**config.mk**
```make
export PLATFORM = sky130hd
export DESIGN_NAME = parallel_bus_master
export DESIGN_NICKNAME = d
export VERILOG_FILES = /design/src/rtl/parallel_bus_master_pkg.sv /design/src/rtl/parallel_bus_master_synchronizer.sv /design/src/rtl/parallel_bus_master.sv
export SDC_FILE = /design/constraint.sdc
export NUM_CORES = 1
export LEC_CHECK = 0
export BUFFER_PORTS_ARGS = -buffer_cell sky130_fd_sc_hd__buf_2
export CAP_MARGIN = 20
export CORE_MARGIN = 4
export CORE_UTILIZATION = 56
export CTS_CLUSTER_DIAMETER = 80
export DETAILED_ROUTE_END_ITERATION = 12
export GPL_TIMING_DRIVEN = 0
export MAX_ROUTING_LAYER = met4
export PLACE_DENSITY = 0.95
export SLEW_MARGIN = 20
export SYNTH_ARGS = -nofsm -noshare
export SYNTH_HDL_FRONTEND = slang
export SYNTH_SLANG_ARGS = --single-unit
```
**constraint.sdc**
```tcl
create_clock -name clock -period 2.6 [get_ports clock]
set_clock_uncertainty 0.05 [all_clocks]
set_input_delay 0.26 -clock clock [delete_from_list [all_inputs] [get_ports clock]]
set_output_delay 0.26 -clock clock [all_outputs]
set_load 0.02 [all_outputs]
```
**src/rtl/parallel_bus_master_pkg.sv**
```systemverilog
// Shared types and defaults for the parallel bus master.
package parallel_bus_master_pkg;

  typedef enum logic [2:0] {
    IDLE         = 3'd0,
    SETUP        = 3'd1,
    WAIT_ACK     = 3'd2,
    WAIT_RELEASE = 3'd3,
    NEXT         = 3'd4,
    DONE         = 3'd5
  } state_t;

  localparam int unsigned DEFAULT_SETUP_CYCLES   = 2;
  localparam int unsigned DEFAULT_TIMEOUT_CYCLES = 1000;

endpackage

```
**src/rtl/parallel_bus_master_synchronizer.sv**
```systemverilog
// Two-flop synchronizer for the slave's asynchronous ack_valid.
module parallel_bus_master_synchronizer (
  input  logic clock,
  input  logic reset,
  input  logic async_in,
  output logic sync_out
);

  logic meta;

  always_ff @(posedge clock or negedge reset) begin
    if (!reset) begin
      meta     <= 1'b0;
      sync_out <= 1'b0;
    end else begin
      meta     <= async_in;
      sync_out <= meta;
    end
  end

endmodule

```
**src/rtl/parallel_bus_master.sv**
```systemverilog
// Parallel bus master: one address phase then MSB-first data phases per word.
// Optional per-phase ack timeout under PARALLEL_BUS_MASTER_TIMEOUT_EN.
module parallel_bus_master
  import parallel_bus_master_pkg::*;
#(
  parameter int unsigned WIDTH                 = 8,
  parameter int unsigned TRANSACTIONS_PER_WORD = 2,
  parameter int unsigned SETUP_CYCLES          = DEFAULT_SETUP_CYCLES,
  parameter int unsigned TIMEOUT_CYCLES        = DEFAULT_TIMEOUT_CYCLES
) (
  input  logic                                     clock,
  input  logic                                     reset,
  input  logic                                     start,
  input  logic                                     rw,
  input  logic [WIDTH-1:0]                         address,
  input  logic [TRANSACTIONS_PER_WORD*WIDTH-1:0]   write_data_word,
  output logic [TRANSACTIONS_PER_WORD*WIDTH-1:0]   read_data_word,
  output logic                                     busy,
  output logic                                     done,
  output logic                                     error,
  output logic [WIDTH-1:0]                         bus_out,
  input  logic [WIDTH-1:0]                         bus_in,
  output logic                                     bus_oe,
  output logic                                     read,
  output logic                                     register_select,
  output logic                                     enable,
  input  logic                                     ack_valid
);

  localparam int unsigned WORD_W = TRANSACTIONS_PER_WORD * WIDTH;
  localparam int unsigned IDX_W  = $clog2(TRANSACTIONS_PER_WORD + 1);
  localparam int unsigned SET_W  = (SETUP_CYCLES > 1) ? $clog2(SETUP_CYCLES) : 1;

  state_t             state_q, state_d;
  logic [SET_W-1:0]   scnt_q, scnt_d;
  logic [IDX_W-1:0]   remaining_q, remaining_d;
  logic               rw_q, rw_d;
  logic [WORD_W-1:0]  wdata_q, wdata_d;
  logic [WORD_W-1:0]  rdata_d;
  logic [WIDTH-1:0]   bus_out_d;
  logic               read_d, rs_d, enable_d, done_d, busy_d;
  logic               ack_s;

`ifdef PARALLEL_BUS_MASTER_TIMEOUT_EN
  localparam int unsigned TO_W = (TIMEOUT_CYCLES > 1) ? $clog2(TIMEOUT_CYCLES) : 1;
  logic [TO_W-1:0] tcnt_q, tcnt_d;
  logic            error_d;
`endif

  parallel_bus_master_synchronizer synchronizer (
    .clock    (clock),
    .reset    (reset),
    .async_in (ack_valid),
    .sync_out (ack_s)
  );

  assign bus_oe = ~read;

  // Next-state and next-output logic; remaining_q is the slice index of the current data phase.
  always_comb begin
    state_d     = state_q;
    scnt_d      = scnt_q;
    remaining_d = remaining_q;
    rw_d        = rw_q;
    wdata_d     = wdata_q;
    rdata_d     = read_data_word;
    bus_out_d   = bus_out;
    read_d      = read;
    rs_d        = register_select;
    enable_d    = enable;
`ifdef PARALLEL_BUS_MASTER_TIMEOUT_EN
    tcnt_d      = tcnt_q;
    error_d     = error;
`endif

    case (state_q)
      IDLE: begin
        if (start) begin
          rw_d        = rw;
          wdata_d     = write_data_word;
          remaining_d = IDX_W'(TRANSACTIONS_PER_WORD);
          rs_d        = 1'b0;
          read_d      = 1'b0;
          bus_out_d   = address;
          scnt_d      = '0;
          state_d     = SETUP;
`ifdef PARALLEL_BUS_MASTER_TIMEOUT_EN
          error_d     = 1'b0;
`endif
        end
      end
      SETUP: begin
        if (scnt_q == SET_W'(SETUP_CYCLES - 1)) begin
          enable_d = 1'b1;
          state_d  = WAIT_ACK;
`ifdef PARALLEL_BUS_MASTER_TIMEOUT_EN
          tcnt_d   = '0;
`endif
        end else begin
          scnt_d = scnt_q + SET_W'(1);
        end
      end
      WAIT_ACK: begin
        if (ack_s) begin
          enable_d = 1'b0;
          state_d  = WAIT_RELEASE;
          if (register_select && rw_q) begin
            for (int k = 0; k < int'(TRANSACTIONS_PER_WORD); k++) begin
              if (k == int'(remaining_q)) rdata_d[k*WIDTH +: WIDTH] = bus_in;
            end
          end
        end
      end
      WAIT_RELEASE: begin
        if (!ack_s) state_d = NEXT;
      end
      NEXT: begin
        if (remaining_q != '0) begin
          remaining_d = remaining_q - IDX_W'(1);
          rs_d        = 1'b1;
          read_d      = rw_q;
          scnt_d      = '0;
          state_d     = SETUP;
          for (int k = 0; k < int'(TRANSACTIONS_PER_WORD); k++) begin
            if (k == int'(remaining_q) - 1) bus_out_d = wdata_q[k*WIDTH +: WIDTH];
          end
        end else begin
          rs_d    = 1'b0;
          read_d  = 1'b0;
          state_d = DONE;
        end
      end
      DONE:    state_d = IDLE;
      default: state_d = IDLE;
    endcase

`ifdef PARALLEL_BUS_MASTER_TIMEOUT_EN
    // Timeout overrides the handshake and abandons any remaining phases.
    if (state_q == WAIT_ACK || state_q == WAIT_RELEASE) begin
      if (tcnt_q == TO_W'(TIMEOUT_CYCLES - 1)) begin
        enable_d = 1'b0;
        error_d  = 1'b1;
        rs_d     = 1'b0;
        read_d   = 1'b0;
        rdata_d  = read_data_word;
        state_d  = DONE;
      end else begin
        tcnt_d = tcnt_q + TO_W'(1);
      end
    end
`endif

    done_d = (state_d == DONE);
    busy_d = (state_d != IDLE);
  end

  always_ff @(posedge clock or negedge reset) begin
    if (!reset) begin
      state_q         <= IDLE;
      scnt_q          <= '0;
      remaining_q     <= '0;
      rw_q            <= 1'b0;
      wdata_q         <= '0;
      read_data_word  <= '0;
      bus_out         <= '0;
      read            <= 1'b0;
      register_select <= 1'b0;
      enable          <= 1'b0;
      done            <= 1'b0;
      busy            <= 1'b0;
    end else begin
      state_q         <= state_d;
      scnt_q          <= scnt_d;
      remaining_q     <= remaining_d;
      rw_q            <= rw_d;
      wdata_q         <= wdata_d;
      read_data_word  <= rdata_d;
      bus_out         <= bus_out_d;
      read            <= read_d;
      register_select <= rs_d;
      enable          <= enable_d;
      done            <= done_d;
      busy            <= busy_d;
    end
  end

`ifdef PARALLEL_BUS_MASTER_TIMEOUT_EN
  always_ff @(posedge clock or negedge reset) begin
    if (!reset) begin
      tcnt_q <= '0;
      error  <= 1'b0;
    end else begin
      tcnt_q <= tcnt_d;
      error  <= error_d;
    end
  end
`else
  assign error = 1'b0;
`endif

endmodule

```
==> results by group, run 1 <==
Yosys
  • Sequential share of the synthesized area: 0.554
  • Synthesized flop and latch total: 54
  • Compound-Gate Fraction of Synth Area: 0.0416
  • Synth Area in XOR/XNOR: 0
  • Synth cell types: 31
  • Average size of a mapped cell: around 15 um2
  • Multiplexer share of the synthesized area: 0.268
  • Syn Nets: 207
  • Adder-Cell Fraction of Synth Area: 0.0154
  • Mapped cell area: 2440 um2
  • Largest family of logic cells by synthesized area: multiplexers
  • Cell taking the most area after synthesis: dfrtp_1
  • Synth Warn #: 0
  • Top cells by area, synth: dfrtp_1, mux2_2, ha_1
  • Top-area cell type share of the netlist area: 0.554
  • Post-Synth Simple-Gate Area: 0.0770
  • Post-Synthesis Cells: 167

Layout
  • Fill count: 284
  • Antenna diodes: 0
  • Layout cell share with drive strength beyond 1: 0.617
  • Final nets: 282
  • Layout overhead on the synthesized area: 20.9%
  • Layout Utilization: 0.717
  • Area occupied by registers: approximately 1400 um2
  • Finished Layout Cells: 293
  • Multi-input gate area: 983 um2

Drt
  • Vias post-DR: between 1500 and 2000
  • DRT iter0 DRCs: 37
  • Wirelength per Cell: ~16 um
  • Residual DRC: 0
  • Remaining antenna violation count: 0
  • Post-Route WL: 4.62 mm
  • 1st-pass router iterations: 4
  • Vias per cell: 5.24

Global routing
  • Largest net degree at the start of global routing: 55
  • Vias in the first global route: 1629
  • Global route total overflow: 0
  • Gr usage total: 0.189
  • First-pass GRT wire length: 7.59 mm
  • Initial antenna violation count: 0

Floorplanning
  • Starting density of the core: 0.593
  • Die X: 74.0 um
  • Die ar.: 5470 um2
  • Die Height: around 74 um
  • # IOs: 68
  • Core region area: 4120 um2
  • Row cnt: 23

Timing
  • Relative slew slack: 0.561
  • Achievable Freq: 0.496 GHz
  • Least-Margin Pin Slew: 0.659 ns
  • Final hold vios: 0
  • Count of pins over their slew limit: 0
  • Setup violations, final: 0
  • Setup Total Neg Slack: 0 ns
  • Fin crit period: 2.02 ns
  • Final period util: 0.775
  • RSZ-0062 raised after global routing: false
  • PnR worst setup slack: between 0.5 and 0.6 ns

Pwr
  • Sw power: 1.09 mW
  • Cell-internal power: 2.00 mW
  • P per Cell Area: 1040 nW/um2
  • Sequential share of power: 0.417
  • Clock share of power: 0.158
  • Combinational share of power: 0.425
  • Sw Share: 0.352
  • IR Drop Worst-Case VDD: 0.000556 V
  • LEAKAGE: 1.41 nW

Setup path
  • Critical Path Fanout Max: 8
  • Critical Path AT: 2.16 ns
  • Crit path kind: reg -> reg
  • Critical path endpoint category: flip-flop
  • Required time of the critical path: 2.75 ns
  • Startpoint type of the worst setup path: flip-flop

Placed design
  • DP Cell Count: 283
  • Final HPWL DP: 3.45 mm
  • Setup Slack @ Placement: 0.601 ns
  • Routability Congestion: ~0.7
  • I/O Buffers: 66

CTS
  • # clock sinks: 54
  • Clock Path Buffers: 2
  • Post-CTS setup buffer count: 0
  • Post-cts resize count: 0
  • H-tree lvl count: 2
  • Clock buffer count from CTS: 5
  • Root Buffer Master: clkbuf_8
  • CTS tree: built
  • Clk pin slew, worst setup/hold paths: 0.10 ns
  • Worst skew pair latency: between 0.3 and 0.4 ns

Worst hold path
  • Hold crit path type: in -> reg

Run
  • Max cap viols: 0

Run status
  • Status: complete, no violations
## Yosys cell counts
master / count
mux2_2: 58
dfrtp_1: 54
inv_1: 8
nor2_1: 5
buf_4: 4
a21oi_1: 3
buf_6: 3
ha_1: 3
a21o_1: 2
and3b_1: 2
buf_2: 2
nand2b_1: 2
nand3_2: 2
o21ai_0: 2
a211oi_1: 1
a211oi_4: 1
a32o_1: 1
and2_1: 1
and2_2: 1
and3b_2: 1
conb_1: 1
nand2_1: 1
nand2b_4: 1
nand3b_4: 1
nor3b_4: 1
nor4_1: 1
nor4b_1: 1
nor4b_4: 1
o211ai_1: 1
o22ai_1: 1
o2bb2a_1: 1
## critical path: stages, from the launching register on
cell and delay, ns:
dfrtp_1 0.37, inv_1 0.09, ha_1 0.29, nand3b_4 0.19
a211oi_4 0.51, mux2_2 0.40
## layout by cell type (no fill, tap or decap), types with 3 or more instances in the layout
cell type,synthesis,layout
ha_1,3,3
buf_2,2,67
buf_4,4,5
a21oi_1,3,3
buf_6,3,3
clkbuf_8,0,5
nor2_1,5,5
mux2_2,58,58
dfrtp_1,54,54
inv_1,8,8
## stage by stage
step,area (um2),hold slack (ns),power [mW]
2_1_floorplan,2440,-0.0856,2.27
3_3_place_gp,2830,0.296,2.56
3_5_place_dp,2830,0.291,2.62
4_1_cts,2950,0.123,3.11
5_1_grt,2950,0.116,3.28
6_report,2950,0.130,3.08
## path summary, 6_finish.rpt
kind                       slack (ns)                         from  cells after the start                               to
hold reg to reg                  0.32  synchronizer.meta$_DFF_PN0_                      0  synchronizer.sync_out$_DFF_PN0_
setup reg to reg                 0.58   remaining_q[0]$_DFFE_PN0P_                      5           bus_out[0]$_DFFE_PN0P_
max in group asynchronous        1.59                        reset                      2           wdata_q[6]$_DFFE_PN0P_
min in group asynchronous        0.47                        reset                      2          wdata_q[15]$_DFFE_PN0P_
hold / removal                   0.13           write_data_word[5]                      2           wdata_q[5]$_DFFE_PN0P_
setup / recovery                 0.58   remaining_q[0]$_DFFE_PN0P_                      5           bus_out[0]$_DFFE_PN0P_
## timing repair
action | CTS | global route
hold endpoints to repair | 55 | 0
hold buffers | 2 | 0
endpoints found under the setup margin | 0 | 0
## power by group through the flow
stage | logic (mW) | clock network [mW] | registers (mW)
3_5_place_dp | 1.32 | 0 | 1.30
5_1_grt | 1.42 | 0.535 | 1.32
6_report | 1.31 | 0.486 | 1.28
4_1_cts | 1.33 | 0.499 | 1.28
2_1_floorplan | 0.859 | 0 | 1.41
3_3_place_gp | 1.28 | 0 | 1.28
## sequential cells by signal, summed over array words and instances (netlist names)
name,count
read_data_word,16
wdata_q,16
bus_out,8
state_q,3
remaining_q,2
busy,1
done,1
enable,1
read,1
register_select,1
rw_q,1
scnt_q,1
synchronizer.meta,1
synchronizer.sync_out,1
## layout make-up
class,count,share of cell area
Buffer,9,0.0250
Clock buffer,5,0.0233
Clock inverter,3,0.00891
Inverter,8,0.0102
Multi-Input combinational cell,96,0.333
Sequential cell,54,0.458
Tap cell,50,0.0212
Timing Repair Buffer,68,0.120
## per-layer routing
layer	global-route usage	part of all wire
met1	0.227	0.42
met2	0.314	0.53
met3	0.0324	0.034
met4	0.0805	0.016
met5	-	0
## cells by family (layout without fill, tap and decap cells)
group | after synthesis | after routing
buffers and inverters | 17 | 93
adder cells (fa/ha/maj) | 3 | 3
multiplexers | 58 | 58
AND/OR/NAND/NOR | 21 | 21
flip-flops | 54 | 54
AO/OA/AOI/OAI | 13 | 13
other | 1 | 1
(Power assumes the default switching activity.)
==> run 2, diff against run 1 <==
--- a/config.mk
+++ b/config.mk
@@ -8,12 +8,12 @@
 export BUFFER_PORTS_ARGS = -buffer_cell sky130_fd_sc_hd__buf_2
 export CAP_MARGIN = 20
 export CORE_MARGIN = 4
-export CORE_UTILIZATION = 56
+export CORE_UTILIZATION = 52
 export CTS_CLUSTER_DIAMETER = 80
 export DETAILED_ROUTE_END_ITERATION = 12
 export GPL_TIMING_DRIVEN = 0
 export MAX_ROUTING_LAYER = met4
-export PLACE_DENSITY = 0.95
+export PLACE_DENSITY = 0.92
 export SLEW_MARGIN = 20
 export SYNTH_ARGS = -nofsm -noshare
 export SYNTH_HDL_FRONTEND = slang
==> constraint.sdc (replaced) <==
create_clock -name clock -period 2.08 [get_ports clock]
set_clock_uncertainty 0.05 [all_clocks]
set_input_delay 0.208 -clock clock [delete_from_list [all_inputs] [get_ports clock]]
set_output_delay 0.208 -clock clock [all_outputs]
set_load 0.02 [all_outputs]
==> run 2 against run 1 <==
Critical path depth rose by 1. Global-route usage fell by 0.89 points. Highest routed layer unchanged. Largest power group unchanged. Sequential share of layout area fell by 0.56 points. Non-clock buffer count rose by 1.
==> results by group, run 2 (synthesized netlist as in run 1, its figures left out) <==
CTS
  • CTS tree: built
  • H-tree lvl count: 2
  • Worst skew pair latency: ~0.30 ns
  • Clock buffer count from CTS: 5
  • Root Buffer Master: clkbuf_8
  • Clock Path Buffers: 2
  • # clock sinks: 54
  • Clk pin slew, worst setup/hold paths: about 0.090 ns

Pwr
  • IR Drop Worst-Case VDD: ~0.00078 V
  • Cell-internal power: 2.63 mW
  • Sw power: 1.35 mW
  • LEAKAGE: 1.43 nW
  • Clock share of power: 0.169
  • Total power: between 3 and 4 mW
  • Sequential share of power: 0.404
  • P per Cell Area: 1330 nW/um2
  • Combinational share of power: 0.427
  • Sw Share: 0.340

Floorplanning
  • Die X: 76.5 um
  • Row cnt: 24
  • Starting density of the core: 0.549
  • # IOs: 68
  • Die ar.: 5850 um2
  • Die Height: 76.5 um
  • Core region area: 4440 um2

Global routing
  • Vias in the first global route: 1646
  • Global route total overflow: 0
  • First-pass GRT wire length: a little over 8 mm
  • Initial antenna violation count: 0
  • Gr usage total: 0.180
  • Largest net degree at the start of global routing: 55

Drt
  • Post-Route WL: 4.88 mm
  • DRT iter0 DRCs: 90
  • 1st-pass router iterations: 4
  • Vias per cell: 5.26
  • Wirelength per Cell: 16.5 um
  • Vias post-DR: 1557
  • Remaining antenna violation count: 0
  • Residual DRC: 0

Timing
  • Relative slew slack: 0.554
  • RSZ-0062 raised after global routing: false
  • Fin crit period: ~1.9 ns
  • Count of pins over their slew limit: 0
  • Setup Total Neg Slack: 0 ns
  • Setup violations, final: 0
  • Final hold vios: 0
  • Achievable Freq: 0.523 GHz
  • Least-Margin Pin Slew: 0.670 ns
  • Final period util: 0.919

Layout
  • Layout cell share with drive strength beyond 1: 0.619
  • Antenna diodes: 0
  • Layout overhead on the synthesized area: 22.4%
  • Fill count: 332
  • Final nets: 283
  • Most common cell after layout, fill and taps aside: buf_2
  • Multi-input gate area: 983 um2
  • Area occupied by registers: 1350 um2
  • Biggest regs: read_data_word: 16 flops, wdata_q: 16 flops, bus_out: 8 flops
  • Most frequent cells in the layout: buf_2, mux2_2, dfrtp_1
  • Post-route cell area: about 3000 um2

Placed design
  • Dpl cell area: 2840 um2
  • Routability Congestion: roughly 0.75
  • Final HPWL DP: 3.57 mm
  • I/O Buffers: 66

Setup path
  • Startpoint type of the worst setup path: flip-flop
  • Crit path kind: reg -> reg
  • Critical Path AT: just over 2 ns
  • Critical Path Fanout Max: 8
  • Critical path endpoint category: flip-flop
  • Reg2reg setup slack: roughly 0.17 ns
  • Required time of the critical path: 2.22 ns

Run status
  • Status: complete, no violations

Worst hold path
  • Hold crit path type: in -> reg

Run
  • Max cap viols: 0
## run 2: power by group through the flow
stage,registers (mW),clock network [mW],logic [mW]
2_1_floorplan,1.76,0,1.07
5_1_grt,1.66,0.741,1.84
6_report,1.61,0.675,1.70
4_1_cts,1.61,0.688,1.68
3_5_place_dp,1.63,0,1.67
3_3_place_gp,1.60,0,1.60
## run 2: area by class of cell
class                      instances  share of cell area
buffer                             9              0.0247
tap                               52              0.0218
clock buffer                       5              0.0231
sequential                        54               0.453
inverter                           8              0.0101
multi-input combinational         96               0.329
timing repair buffer              69               0.125
clock inverter                     3              0.0134
## run 2: per-stage QoR
step	hold WS [ns]	setup WS (ns)	instances	utilization
6_report	0.0833	0.169	296	0.672
5_1_grt	0.0788	0.0653	296	0.672
4_1_cts	0.0817	0.0682	295	0.667
3_5_place_dp	0.234	0.0705	285	0.638
3_3_place_gp	0.279	0.116	285	0.638
2_1_floorplan	-0.138	0.311	167	-
## run 2: final timing paths
check / startpoint / cells past startpoint / endpoint
max: remaining_q[0]$_DFFE_PN0P_ / 6 / bus_out[4]$_DFFE_PN0P_
min: write_data_word[11] / 2 / wdata_q[11]$_DFFE_PN0P_
max reg2reg: remaining_q[0]$_DFFE_PN0P_ / 6 / bus_out[4]$_DFFE_PN0P_
min reg2reg: synchronizer.meta$_DFF_PN0_ / 0 / synchronizer.sync_out$_DFF_PN0_
max in group asynchronous: reset / 2 / read_data_word[0]$_DFFE_PN0P_
min in group asynchronous: reset / 2 / bus_out[3]$_DFFE_PN0P_
## run 2: timing repair
| item | in CTS | in global routing |
|---|---|---|
| hold buffers | 2 | 0 |
| hold endpoints to repair | 55 | 0 |
| buffers inserted | 0 | 1 |
| resized for setup | 0 | 0 |
| setup endpoints to repair | 0 | 8 |
## run 2: layer usage
metal	up-vias	global-route usage	part of all wire
met5	-	-	0
met4	0	0.0634	0.016
met3	9	0.0284	0.026
met2	25	0.316	0.55
met1	791	0.209	0.41
li1	732	-	-
## run 2: critical path: stages (launching register included)
cell     delay (ns)
dfrtp_1        0.39
inv_1          0.11
ha_1           0.15
buf_2          0.22
mux2_2         0.36
mux2_2         0.26
mux2_2         0.26
==> run 3, diff against run 2 <==
--- a/config.mk
+++ b/config.mk
@@ -5,10 +5,11 @@
 export SDC_FILE = /design/constraint.sdc
 export NUM_CORES = 1
 export LEC_CHECK = 0
-export BUFFER_PORTS_ARGS = -buffer_cell sky130_fd_sc_hd__buf_2
+export BUFFER_PORTS_ARGS = -buffer_cell sky130_fd_sc_hd__buf_4
 export CAP_MARGIN = 20
 export CORE_MARGIN = 4
 export CORE_UTILIZATION = 52
+export CTS_BUF_LIST = sky130_fd_sc_hd__clkbuf_4 sky130_fd_sc_hd__clkbuf_8 sky130_fd_sc_hd__clkbuf_16
 export CTS_CLUSTER_DIAMETER = 80
 export DETAILED_ROUTE_END_ITERATION = 12
 export GPL_TIMING_DRIVEN = 0
==> run 3 against run 2 <==
Cell count shrank 0.34%. Worst hold slack gained 0.00069 ns. Highest routed layer unchanged. Sequential power is essentially flat. Sequential share of layout area shrank 2.0 points. Setup slack lost 0.010 ns.
==> results by group, run 3 (synthesized netlist as in run 1, its figures left out) <==
Layout
  • Final nets: 283
  • Finished Layout Cells: 295
  • Post-route cell area: 3120 um2
  • Layout cell share with drive strength beyond 1: 0.617
  • Layout overhead on the synthesized area: 28.1%
  • Most common cell after layout, fill and taps aside: buf_4
  • Most frequent cells in the layout: buf_4, mux2_2, dfrtp_1
  • Antenna diodes: 0
  • Biggest regs: read_data_word: 16 flops, wdata_q: 16 flops, bus_out: 8 flops
  • Layout Utilization: 0.703

Floorplanning
  • Die ar.: approximately 6000 um2
  • # IOs: 68
  • Starting density of the core: 0.549
  • Die X: roughly 76 um
  • Core region area: approximately 4400 um2
  • Die Height: 76.5 um
  • Row cnt: 24

Timing
  • Fin crit period: 1.92 ns
  • Final hold slack: 0.0840 ns
  • Setup violations, final: 0
  • Final period util: 0.923
  • RSZ-0062 raised after global routing: false
  • Relative slew slack: 0.559
  • Final hold vios: 0
  • Least-Margin Pin Slew: 0.661 ns
  • Count of pins over their slew limit: 0
  • Achievable Freq: between 0.5 and 0.6 GHz
  • Setup Total Neg Slack: 0 ns

CTS
  • Clk pin slew, worst setup/hold paths: 0.09 ns
  • Root Buffer Master: clkbuf_8
  • CTS tree: built
  • Clock Path Buffers: 2
  • H-tree lvl count: 2
  • Clock buffer count from CTS: 5
  • # clock sinks: between 50 and 60
  • Worst skew pair latency: approximately 0.30 ns

Global routing
  • Global route total overflow: 0
  • Gr usage total: 0.186
  • First-pass GRT wire length: 8.38 mm
  • Initial antenna violation count: 0
  • Vias in the first global route: 1693
  • Largest net degree at the start of global routing: 55

Worst hold path
  • Hold crit path type: in -> reg

Setup path
  • Critical Path AT: 2.06 ns
  • Max stage delay cell, worst path: dfrtp_1
  • Crit path kind: reg -> reg
  • Critical path endpoint category: flip-flop
  • Crit-path cells: inv_1, ha_1, buf_2, mux2_2, mux2_2, mux2_2
  • Crit-path most repeated cell: mux2_2
  • Critical Path Fanout Max: 8
  • Required time of the critical path: 2.22 ns
  • Crit path largest cell delay: 0.39 ns
  • Startpoint type of the worst setup path: flip-flop

Drt
  • DRT iter0 DRCs: 75
  • Vias post-DR: 1590
  • Remaining antenna violation count: 0
  • Residual DRC: 0
  • 1st-pass router iterations: 4
  • Post-Route WL: between 5 and 6 mm
  • Wirelength per Cell: 17.1 um
  • Vias per cell: 5.39

Run status
  • Status: complete, no violations

Pwr
  • LEAKAGE: 1.47 nW
  • IR Drop Worst-Case VDD: 0.000681 V
  • P per Cell Area: about 1300 nW/um2

Placed design
  • DP Cell Count: 285
  • Final HPWL DP: between 3 and 4 mm
  • I/O Buffers: 66
  • Routability Congestion: between 0.7 and 0.8
  • Dpl cell area: 3000 um2

Run
  • Max cap viols: 0
run 3: cell count changes in the layout (fill, tap and decap cells not counted), sizes merged:
cell,previous run,this run
clkbuf,5,7
clkinv,2,0
bufinv,1,0
run 3: through the flow:
step	power, mW	worst slack, ns
global placement	3.32	0.107
CTS	3.97	0.0598
floorplan	2.83	0.311
global route	4.25	0.0399
finish	3.98	0.159
detailed placement	3.39	0.0962
run 3: area by class of cell:
type,count,area [um2]
Fill cell,330,1320
Inverter,8,30.0
Sequential cell,54,1350
Clock buffer,7,83.8
Timing Repair Buffer,69,536
Buffer,9,73.8
Multi-Input combinational cell,96,983
Tap cell,52,65.1
run 3: worst max-delay path, delay by kind of cell (launching register included):
kind                     cells  cell delay (ns)
flip-flops                   1             0.39
buffers and inverters        2             0.33
multiplexers                 3             0.88
adder cells (fa/ha/maj)      1             0.15
run 3: per-layer routing:
metal  global-route usage  routed length [um]  share of wire  vias to the layer above
met2                0.313                2690           0.53                       37
li1                     -                   -              -                      734
met1                0.216                2020           0.40                      805
met3               0.0331                 151          0.030                       14
met4               0.0906                 178          0.035                        0
met5                    -                   0              0                        -
run 3: worst paths after layout:
kind / depth (start not counted) / start / slack, ns / endpoint
max: 6 / remaining_q[0]$_DFFE_PN0P_ / 0.16 / bus_out[3]$_DFFE_PN0P_
min: 2 / write_data_word[3] / 0.08 / wdata_q[3]$_DFFE_PN0P_
max reg2reg: 6 / remaining_q[0]$_DFFE_PN0P_ / 0.16 / bus_out[3]$_DFFE_PN0P_
min reg2reg: 0 / synchronizer.meta$_DFF_PN0_ / 0.31 / synchronizer.sync_out$_DFF_PN0_
max in group asynchronous: 2 / reset / 1.11 / read_data_word[10]$_DFFE_PN0P_
min in group asynchronous: 2 / reset / 0.43 / bus_out[3]$_DFFE_PN0P_
run 3: power breakdown:
part	internal [mW]	total (mW)	switching (mW)
clock	0.259	0.573	0.314
combinational	0.956	1.79	0.833
sequential	1.42	1.62	0.202
run 3: repair_timing:
item,CTS,global route
setup buffers,0,1
hold buffers,2,0
hold endpoints to repair,55,0
resized for setup,0,0
endpoints found under the setup margin,0,8
